[src/rtl/lpc_pkg.sv]
// Shared G.729 LPC basic operators (saturating 16/32-bit arithmetic) and lag-window constants.
package lpc_pkg;

    localparam int ORDER = 10;

    localparam logic signed [31:0] MAX_32 = 32'sh7FFF_FFFF;
    localparam logic signed [31:0] MIN_32 = 32'sh8000_0000;

    localparam logic signed [15:0] LAG_H [0:9] = '{
        16'sd32728, 16'sd32619, 16'sd32438, 16'sd32187, 16'sd31867,
        16'sd31480, 16'sd31029, 16'sd30517, 16'sd29946, 16'sd29321
    };
    localparam logic signed [15:0] LAG_L [0:9] = '{
        16'sd11904, 16'sd17280, 16'sd30720, 16'sd25856, 16'sd24192,
        16'sd28992, 16'sd24384, 16'sd7360,  16'sd19520, 16'sd14784
    };

    typedef enum logic [2:0] {
        S_IDLE, S_READ, S_WAIT, S_CALC, S_WRITE, S_DONE
    } lag_state_e;

    function automatic logic signed [31:0] sat32(input logic signed [33:0] v);
        if (v > 34'sd2147483647)  return MAX_32;
        if (v < -34'sd2147483648) return MIN_32;
        return v[31:0];
    endfunction

    function automatic logic signed [31:0] L_add(input logic signed [31:0] a,
                                                 input logic signed [31:0] b);
        return sat32(34'(a) + 34'(b));
    endfunction

    function automatic logic signed [31:0] L_mult(input logic signed [15:0] a,
                                                  input logic signed [15:0] b);
        logic signed [33:0] p;
        p = 34'(a) * 34'(b);
        return sat32(p <<< 1);
    endfunction

    // Only -32768 * -32768 can exceed the 16-bit range after the shift.
    function automatic logic signed [15:0] mult(input logic signed [15:0] a,
                                                input logic signed [15:0] b);
        logic signed [31:0] p;
        p = (32'(a) * 32'(b)) >>> 15;
        if (p > 32'sd32767) return 16'sh7FFF;
        return p[15:0];
    endfunction

    function automatic logic signed [31:0] L_mac(input logic signed [31:0] acc,
                                                 input logic signed [15:0] a);
        return L_add(acc, 32'(a) <<< 1);
    endfunction

endpackage

[src/rtl/mpy_32.sv]
// Double-precision 32x32 multiply in G.729 hi/lo form; purely combinational.
module mpy_32
    import lpc_pkg::*;
(
    input  logic signed [15:0] hi1,
    input  logic signed [15:0] lo1,
    input  logic signed [15:0] hi2,
    input  logic signed [15:0] lo2,
    output logic signed [31:0] result
);

    logic signed [31:0] w_acc0;
    logic signed [31:0] w_acc1;

    always_comb begin
        w_acc0 = L_mult(hi1, hi2);
        w_acc1 = L_mac(w_acc0, mult(hi1, lo2));
        result = L_mac(w_acc1, mult(lo1, hi2));
    end

endmodule

[src/rtl/lag_window.sv]
// Lag-windows r[1..ORDER] in place in scratch memory: read, wait, multiply, write back per lag.
module lag_window #(
    parameter logic [11:0] R_BASE = 12'd0,
    parameter int          ORDER  = lpc_pkg::ORDER
) (
    input  logic        clk,
    input  logic        reset,
    input  logic        start,
    input  logic [31:0] memIn,
    output logic [11:0] readRequested,
    output logic [11:0] writeRequested,
    output logic [31:0] memOut,
    output logic        writeEn,
    output logic        done
);
    import lpc_pkg::*;

    lag_state_e         r_state;
    logic [3:0]         r_i;
    logic               r_start_q;
    logic               r_start_qq;
    logic [31:0]        r_data;

    logic               w_rise;
    logic signed [15:0] w_hi1;
    logic signed [15:0] w_lo1;
    logic signed [15:0] w_lag_h;
    logic signed [15:0] w_lag_l;
    logic signed [31:0] w_prod;
    logic [11:0]        w_addr;

    assign w_rise = r_start_q & ~r_start_qq;
    assign w_addr = R_BASE + 12'(r_i);

    // L_Extract: lo = (L>>>1) - (hi<<15) is just bits [15:1].
    assign w_hi1 = r_data[31:16];
    assign w_lo1 = {1'b0, r_data[15:1]};

    always_comb begin
        w_lag_h = LAG_H[0];
        w_lag_l = LAG_L[0];
        case (r_i)
            4'd2:    begin w_lag_h = LAG_H[1]; w_lag_l = LAG_L[1]; end
            4'd3:    begin w_lag_h = LAG_H[2]; w_lag_l = LAG_L[2]; end
            4'd4:    begin w_lag_h = LAG_H[3]; w_lag_l = LAG_L[3]; end
            4'd5:    begin w_lag_h = LAG_H[4]; w_lag_l = LAG_L[4]; end
            4'd6:    begin w_lag_h = LAG_H[5]; w_lag_l = LAG_L[5]; end
            4'd7:    begin w_lag_h = LAG_H[6]; w_lag_l = LAG_L[6]; end
            4'd8:    begin w_lag_h = LAG_H[7]; w_lag_l = LAG_L[7]; end
            4'd9:    begin w_lag_h = LAG_H[8]; w_lag_l = LAG_L[8]; end
            4'd10:   begin w_lag_h = LAG_H[9]; w_lag_l = LAG_L[9]; end
            default: begin w_lag_h = LAG_H[0]; w_lag_l = LAG_L[0]; end
        endcase
    end

    mpy_32 u_mpy (
        .hi1    (w_hi1),
        .lo1    (w_lo1),
        .hi2    (w_lag_h),
        .lo2    (w_lag_l),
        .result (w_prod)
    );

    // Read address is parked on R_BASE after READ so it never collides with the write address.
    always_ff @(posedge clk or posedge reset) begin
        if (reset) begin
            r_state        <= S_IDLE;
            r_i            <= 4'd1;
            r_start_q      <= 1'b0;
            r_start_qq     <= 1'b0;
            r_data         <= '0;
            readRequested  <= R_BASE;
            writeRequested <= R_BASE;
            memOut         <= '0;
            writeEn        <= 1'b0;
            done           <= 1'b0;
        end else begin
            r_start_q  <= start;
            r_start_qq <= r_start_q;
            writeEn    <= 1'b0;
            case (r_state)
                S_IDLE: begin
                    if (w_rise) begin
                        r_state       <= S_READ;
                        readRequested <= w_addr;
                    end
                end
                S_READ: begin
                    r_state       <= S_WAIT;
                    readRequested <= R_BASE;
                end
                S_WAIT: begin
                    r_state <= S_CALC;
                    r_data  <= memIn;
                end
                S_CALC: begin
                    r_state        <= S_WRITE;
                    writeEn        <= 1'b1;
                    writeRequested <= w_addr;
                    memOut         <= w_prod;
                end
                S_WRITE: begin
                    if (r_i == 4'(ORDER)) begin
                        r_state <= S_DONE;
                        done    <= 1'b1;
                    end else begin
                        r_state       <= S_READ;
                        r_i           <= r_i + 4'd1;
                        readRequested <= w_addr + 12'd1;
                    end
                end
                S_DONE: begin
                    if (!start) begin
                        r_state        <= S_IDLE;
                        r_i            <= 4'd1;
                        done           <= 1'b0;
                        writeRequested <= R_BASE;
                    end
                end
                default: r_state <= S_IDLE;
            endcase
        end
    end

endmodule
[config.mk]
export PLATFORM = sky130hd
export DESIGN_NAME = lag_window
export DESIGN_NICKNAME = d
export VERILOG_FILES = /design/src/rtl/lpc_pkg.sv /design/src/rtl/mpy_32.sv /design/src/rtl/lag_window.sv
export SDC_FILE = /design/constraint.sdc
export NUM_CORES = 2
export LEC_CHECK = 0
export CORE_ASPECT_RATIO = 1.5
export CORE_MARGIN = 4
export CORE_UTILIZATION = 63
export DETAILED_ROUTE_END_ITERATION = 16
export GPL_TIMING_DRIVEN = 1
export PLACE_DENSITY = 0.81
export REMOVE_ABC_BUFFERS = 1
export SYNTH_ARGS = -nofsm -noshare
export SYNTH_HDL_FRONTEND = slang
export SYNTH_SLANG_ARGS = --single-unit
[constraint.sdc]
create_clock -name clk -period 18.42 [get_ports clk]
set_clock_uncertainty 0.2 [all_clocks]
set_input_delay 3.684 -clock clk [delete_from_list [all_inputs] [get_ports clk]]
set_output_delay 3.684 -clock clk [all_outputs]
set_load 0.01 [all_outputs]
=== After elaboration in Yosys (flattened, before gate mapping) ===
Memories as Yosys holds them, arrays and structs flattened.
Cells that the tools add are included.

* Input bits: 35
* Logic and storage cells: 90
* Memory bits (read-only): 336
* Output and inout bits: 58
* Register bits after elaboration: 99
* Memories: 1

* Equal/unequal tests: 10
* Multipliers: 3
* Reductions and logical operators: 9
* Add/subtract/negate cells: 4
* Bitwise operators: 2
* Muxes and demuxes: 43
* Magnitude comparators: 8

{| class="wikitable"
|+ Memory list
! name !! depth !! bits a word !! rd ports !! clocked after memory_dff !! wr ports !! line !! source
|-
| (no name shown) || 16 || 21 || 1 || 0 || 0 || lag_window.sv:42 || <nowiki>case (r_i)</nowiki>
|}

{| class="wikitable"
|+ Operators with widths
! kind !! number
|-
| 2-to-1 mux 32 bit || 12
|-
| greater-than comparator 34 x 32 -> 1 bit (second input constant) || 3
|-
| less-than comparator 34 x 32 -> 1 bit (second input constant) || 3
|-
| multiplier 16 x 16 -> 32 bit || 3
|-
| adder 32 x 17 -> 33 bit || 2
|-
| 2-to-1 mux 16 bit || 4
|-
| 2-to-1 mux 12 bit || 3
|-
| one-hot mux 12 bit (3 select lines) || 1
|-
| greater-than comparator 17 x 16 -> 1 bit (second input constant) || 2
|-
| one-hot mux 12 bit (2 select lines) || 1
|-
| one-hot mux 3 bit (6 select lines) || 1
|-
| 2-to-1 mux 1 bit || 14
|-
| 2-to-1 mux 3 bit || 3
|-
| AND reduction 3 bit || 3
|-
| 2-to-1 mux 4 bit || 2
|-
| inequality test 2 bit (second input constant) || 4
|-
| one-hot mux 4 bit (2 select lines) || 1
|-
| equality test 3 x 2 -> 1 bit (second input constant) || 2
|-
| equality test 3 bit (second input constant) || 2
|-
| adder 4 x 1 -> 5 bit (second input constant) || 1
|-
| adder 4 x 1 -> 4 bit (second input constant) || 1
|-
| equality test 4 bit (second input constant) || 1
|-
| AND reduction 2 bit || 2
|-
| nonzero test 2 bit || 2
|-
| 6 further kinds || 6
|}

=== Depth between registers and ports, before layout ===
An unclocked memory read counts as a cell.

* Word-level depth: 19
* Mapped depth: 67
* Gate-level depth less buffers: 60

=== Modules after synthesis ===
Synthesis repeated with hierarchy kept, for this count alone.

* Cells, all modules: 3991
* Area, all modules: 36323.6 µm²

{| class="wikitable"
|+ Modules (own cells, without submodules)
! module !! times used !! seq. area each (µm²) !! cells each !! area each (µm²)
|-
| mpy_32 || 1 || 0.0 || 3678 || 32426.1
|-
| lag_window || 1 || 2078.2 || 313 || 3897.5
|}

=== Least setup slack after synthesis ===
Ideal clock, no wire load.

* Kind: register -> register
* From: register r_i[0]
* To: register memOut[21]
* Path slack: 3.541 ns
* Data required time: 18.090 ns
* Buffers on the path: 7
* Data arrival time: 14.549 ns
* Period minus slack after synthesis: 14.879 ns
* Cell stages (with the launch flop): 64
* Path through: dfstp_2 -> clkbuf_1 -> inv_1 -> ha_1 -> nor2_1 -> o21a_1 -> nor2_1 -> clkbuf_1 -> nand2_1 -> fa_1 -> inv_1 -> fa_1 -> ha_1 -> fa_1 -> inv_1 -> fa_1 -> fa_1 -> inv_1 -> (+28 left out) -> nor2_1 -> ha_1 -> fa_1 -> a21oi_1 -> o21bai_1 -> a21oi_1 -> o211ai_1 -> a211oi_1 -> and3b_1 -> a221o_1 -> a41oi_1 -> o31ai_1 -> a311oi_1 -> clkbuf_1 -> nor2_1 -> clkbuf_1 -> nor2_1 -> o21ai_0

* Word-level cells in the longest chain between the ends: 19
* Elaborated cells on any way between the ends: 36
* Those cells by class: add/sub (2); mul (3); order compare (8); mux (22); memory (1)

{| class="wikitable"
|+ Ends and longest elaborated chain
! element !! line !! source
|-
| from (decl) || lag_window.sv:19 || <nowiki>logic [3:0] r_i;</nowiki>
|-
| from (signal assigned) || lag_window.sv:108 || <nowiki>r_i <= r_i + 4'd1;</nowiki>
|-
| memory read (16 x 21 bit) * || - ||
|-
| multiplier 16 x 16 -> 32 bit || lpc_pkg.sv:36 || <nowiki>p = 34'(a) * 34'(b);</nowiki>
|-
| less-than comparator 34 x 32 -> 1 bit || lpc_pkg.sv:24 || <nowiki>if (v < -34'sd2147483648) return MIN_32;</nowiki>
|-
| 2-to-1 mux 1 bit (2 in series) || lpc_pkg.sv:24 ||
|-
| 2-to-1 mux 32 bit || lpc_pkg.sv:25 || <nowiki>return v[31:0];</nowiki>
|-
| 2-to-1 mux 32 bit || lpc_pkg.sv:24 ||
|-
| adder 32 x 17 -> 33 bit || lpc_pkg.sv:30 || <nowiki>return sat32(34'(a) + 34'(b));</nowiki>
|-
| less-than comparator 34 x 32 -> 1 bit || lpc_pkg.sv:24 ||
|-
| 2-to-1 mux 1 bit (2 in series) || lpc_pkg.sv:24 ||
|-
| 2-to-1 mux 32 bit || lpc_pkg.sv:25 ||
|-
| 2-to-1 mux 32 bit || lpc_pkg.sv:24 ||
|-
| adder 32 x 17 -> 33 bit * || lpc_pkg.sv:30 ||
|-
| less-than comparator 34 x 32 -> 1 bit || lpc_pkg.sv:24 ||
|-
| 2-to-1 mux 1 bit (2 in series) || lpc_pkg.sv:24 ||
|-
| 2-to-1 mux 32 bit || lpc_pkg.sv:25 ||
|-
| 2-to-1 mux 32 bit * || lpc_pkg.sv:24 ||
|-
| to (signal assigned) || lag_window.sv:100 || <nowiki>memOut <= w_prod;</nowiki>
|-
| to (decl) || lag_window.sv:12 || <nowiki>output logic [31:0] memOut,</nowiki>
|}

Every way passes the cells marked *; elsewhere a longest branch is shown, timed or not. The select of a mux whose other input is x is not followed.
A chain may end at the register's enable or synchronous reset.

=== Worst setup path in the final report ===
* From: register r_i[2]
* To: register memOut[24]

The elaborated chain is that of the path after synthesis.

==> key figures <==
Clock tree
  • H-tree depth: 3
  • Root buf cell: clkbuf_16
  • Worst-Skew Late Latency: 0.39 ns
  • Deepest clock path buffer count: 2
  • Sinks on Clock Net: 83
  • CTS clk-pin slew, worst paths: 0.07 ns
  • Setup Fix Bufs, Post-CTS: 0
  • Number of gates resized after CTS: 0
  • CTS tree: done
  • CTS Buf Count: 9
  • CTS Hold Bufs: 0

Place
  • HPWL Detailed: 61900 um
  • IO buf count: 76
  • Final RePlAce weighted congestion: 0.944

Setup path
  • Worst-path fanout max: 25
  • Critical path type: flip-flop to flip-flop
  • Worst Path Required: 18.52 ns
  • Arrival @ worst endpoint: 17.24 ns
  • Worst setup EP type: flip-flop
  • CP most frequent cell: fa_1
  • Slowest-stage cell, CP: dfrtp_1
  • Critical path startpoint category: flip-flop
  • CP peak stage delay: 0.72 ns

Cells and area
  • Fillers: 3657
  • Area growth from synthesis to final layout: 5.41%
  • Final core occ: 0.669
  • Layout cells sized above 1: 0.0419
  • ANT cells: 0
  • Layout Nets: 4289

Floorplan
  • Die area: 0.0505 mm^2
  • # IOs: 93
  • Die Y: 273 um
  • Row count: 97
  • Starting Density: 0.634
  • Placeable Area: 0.0466 mm^2
  • Die width: 185 um

STA
  • Final Max Slew Viols: 0
  • Tmin final: 17.15 ns
  • Fmax: 0.0583 GHz
  • RSZ-0062 raised after global routing: no
  • Final hold viol count: 0
  • Worst slew pin tran: 1.35 ns
  • Fin crit share: 0.931
  • Final setup vio count: 0
  • Final setup TNS: 0 ns
  • Rel. slew slack: 0.0953

Synth
  • Avg Inst Size Synth: 8.79 um^2
  • Yosys warning total: 0
  • Post-synth EDFFs: 0
  • Synth Cell Area: 0.0296 mm^2
  • Post-synthesis sequential area ratio: 0.0703
  • Synth Flop Type: dfrtp_1
  • FF+latch count, synth: 83
  • Synth cell types: 92
  • Post-synth ARST share: 1.00
  • Gate Count Post-Synth: 3362

Detailed routing
  • TritonRoute pass-1 iters: 8
  • Final WL: 76700 um
  • DRC Markers: 0
  • Avg WL per Cell: 19.4 um
  • Post-route ant nets: 0
  • Vias per cell: 5.96
  • Initial DRC Count: 1423
  • Vias post-DR: 23584

GRT
  • First-pass GRT wire length: 129000 um
  • Largest net degree at the start of global routing: 51
  • Vias in the first global route: 26538
  • GR peak layer: met2
  • M2 GR Usage: 0.573
  • GRT Total Usage: 0.318
  • Initial antenna violation count: 0
  • Met3 usage: 0.0421
  • Grt total ovfl: 0
  • Grt met1 use: 0.339

Run
  • Max-cap violation count: 0

Status
  • Status: finished clean

Hold path
  • Hold Crit Class: flip-flop to flip-flop
placed cells by master (no fill, tap or decap), types with 42 or more instances in the layout:
cell type,netlist,layout
buf_4,18,42
nor2_1,123,121
xor2_1,45,45
dfrtp_1,82,82
a21o_1,56,56
a21oi_1,135,131
fa_1,533,533
nor2b_1,47,47
o21ai_0,141,141
xnor2_1,78,78
and2_1,157,157
clkdlybuf4s50_1,0,76
nand2_1,443,443
ha_1,363,363
inv_1,636,635
logic make-up after synthesis:
group	synth area share
xor gates and xnor gates	0.0374
and+or+nand+nor	0.144
buffers and inverters	0.103
other	0.000127
DFF	0.0703
adders and majority gates	0.525
AOI/OAI and AO/OA	0.111
muxes	0.00935
state kept, by name, summed over array words and instances (netlist names):
register,count
r_data,31
r_start_q,1
r_start_qq,1
readRequested,5
r_state,3
done,1
writeRequested,4
r_i,4
writeEn,1
memOut,32
cell usage after synthesis (22+ instances only):
master	number	area share
a21o_1	56	0.014
a21oi_1	135	0.023
and2_1	157	0.033
clkbuf_1	122	0.015
dfrtp_1	82	0.069
fa_1	533	0.36
ha_1	363	0.15
inv_1	636	0.081
maj3_1	32	0.011
nand2_1	443	0.056
nand2b_1	22	0.0047
nor2_1	123	0.016
nor2b_1	47	0.0099
nor3_1	32	0.0054
o21ai_0	141	0.024
xnor2_1	78	0.023
xor2_1	45	0.013
layer usage:
layer,vias to the layer above,part of all wire
met5,-,0
met4,0,0.088
met2,971,0.51
met3,356,0.061
met1,11724,0.34
li1,10533,-
layout make-up:
type	count	area (um^2)	share of cell area
Clock inverter	7	82.6	0.00265
Multi-Input combinational cell	2504	24500	0.788
Timing Repair Buffer	118	1080	0.0345
Tap cell	594	743	0.0239
Inverter	642	2410	0.0774
Sequential cell	83	2080	0.0667
Clock buffer	9	225	0.00723
metrics by stage:
stage | worst slack [ns] | instances | cell area (um^2) | hold WS (ns)
floorplan | 1.15 | 3229 | 29000 | 0.147
global route | 0.116 | 3957 | 31200 | 0.205
finish | 1.27 | 3957 | 31200 | 0.173
global placement | 1.65 | 3941 | 30800 | 0.157
detailed placement | 1.29 | 3941 | 30800 | 0.159
CTS | 1.21 | 3957 | 31200 | 0.177
worst max-delay path: cells and delay by family (launching register included):
kind | cells | cell delay (ns)
xor gates and xnor gates | 1 | 0.11
adders and majority gates | 11 | 4.73
and+or+nand+nor | 12 | 3.07
AOI/OAI and AO/OA | 28 | 6.40
DFF | 1 | 0.72
buffers and inverters | 8 | 1.82
worst paths after layout:
check / end / from / slack (ns) / cells after the start
max: memOut[24] / r_i[2] / 1.27 / 60
min: r_start_qq / r_start_q / 0.17 / 0
max reg2reg: memOut[24] / r_i[2] / 1.27 / 60
min reg2reg: r_start_qq / r_start_q / 0.17 / 0
max in group asynchronous: readRequested[3] / reset / 13.31 / 3
min in group asynchronous: memOut[14] / reset / 3.50 / 2
Power is not shown: default switching activity piles up to over one toggle a cycle in this logic, so the estimate is an artifact.
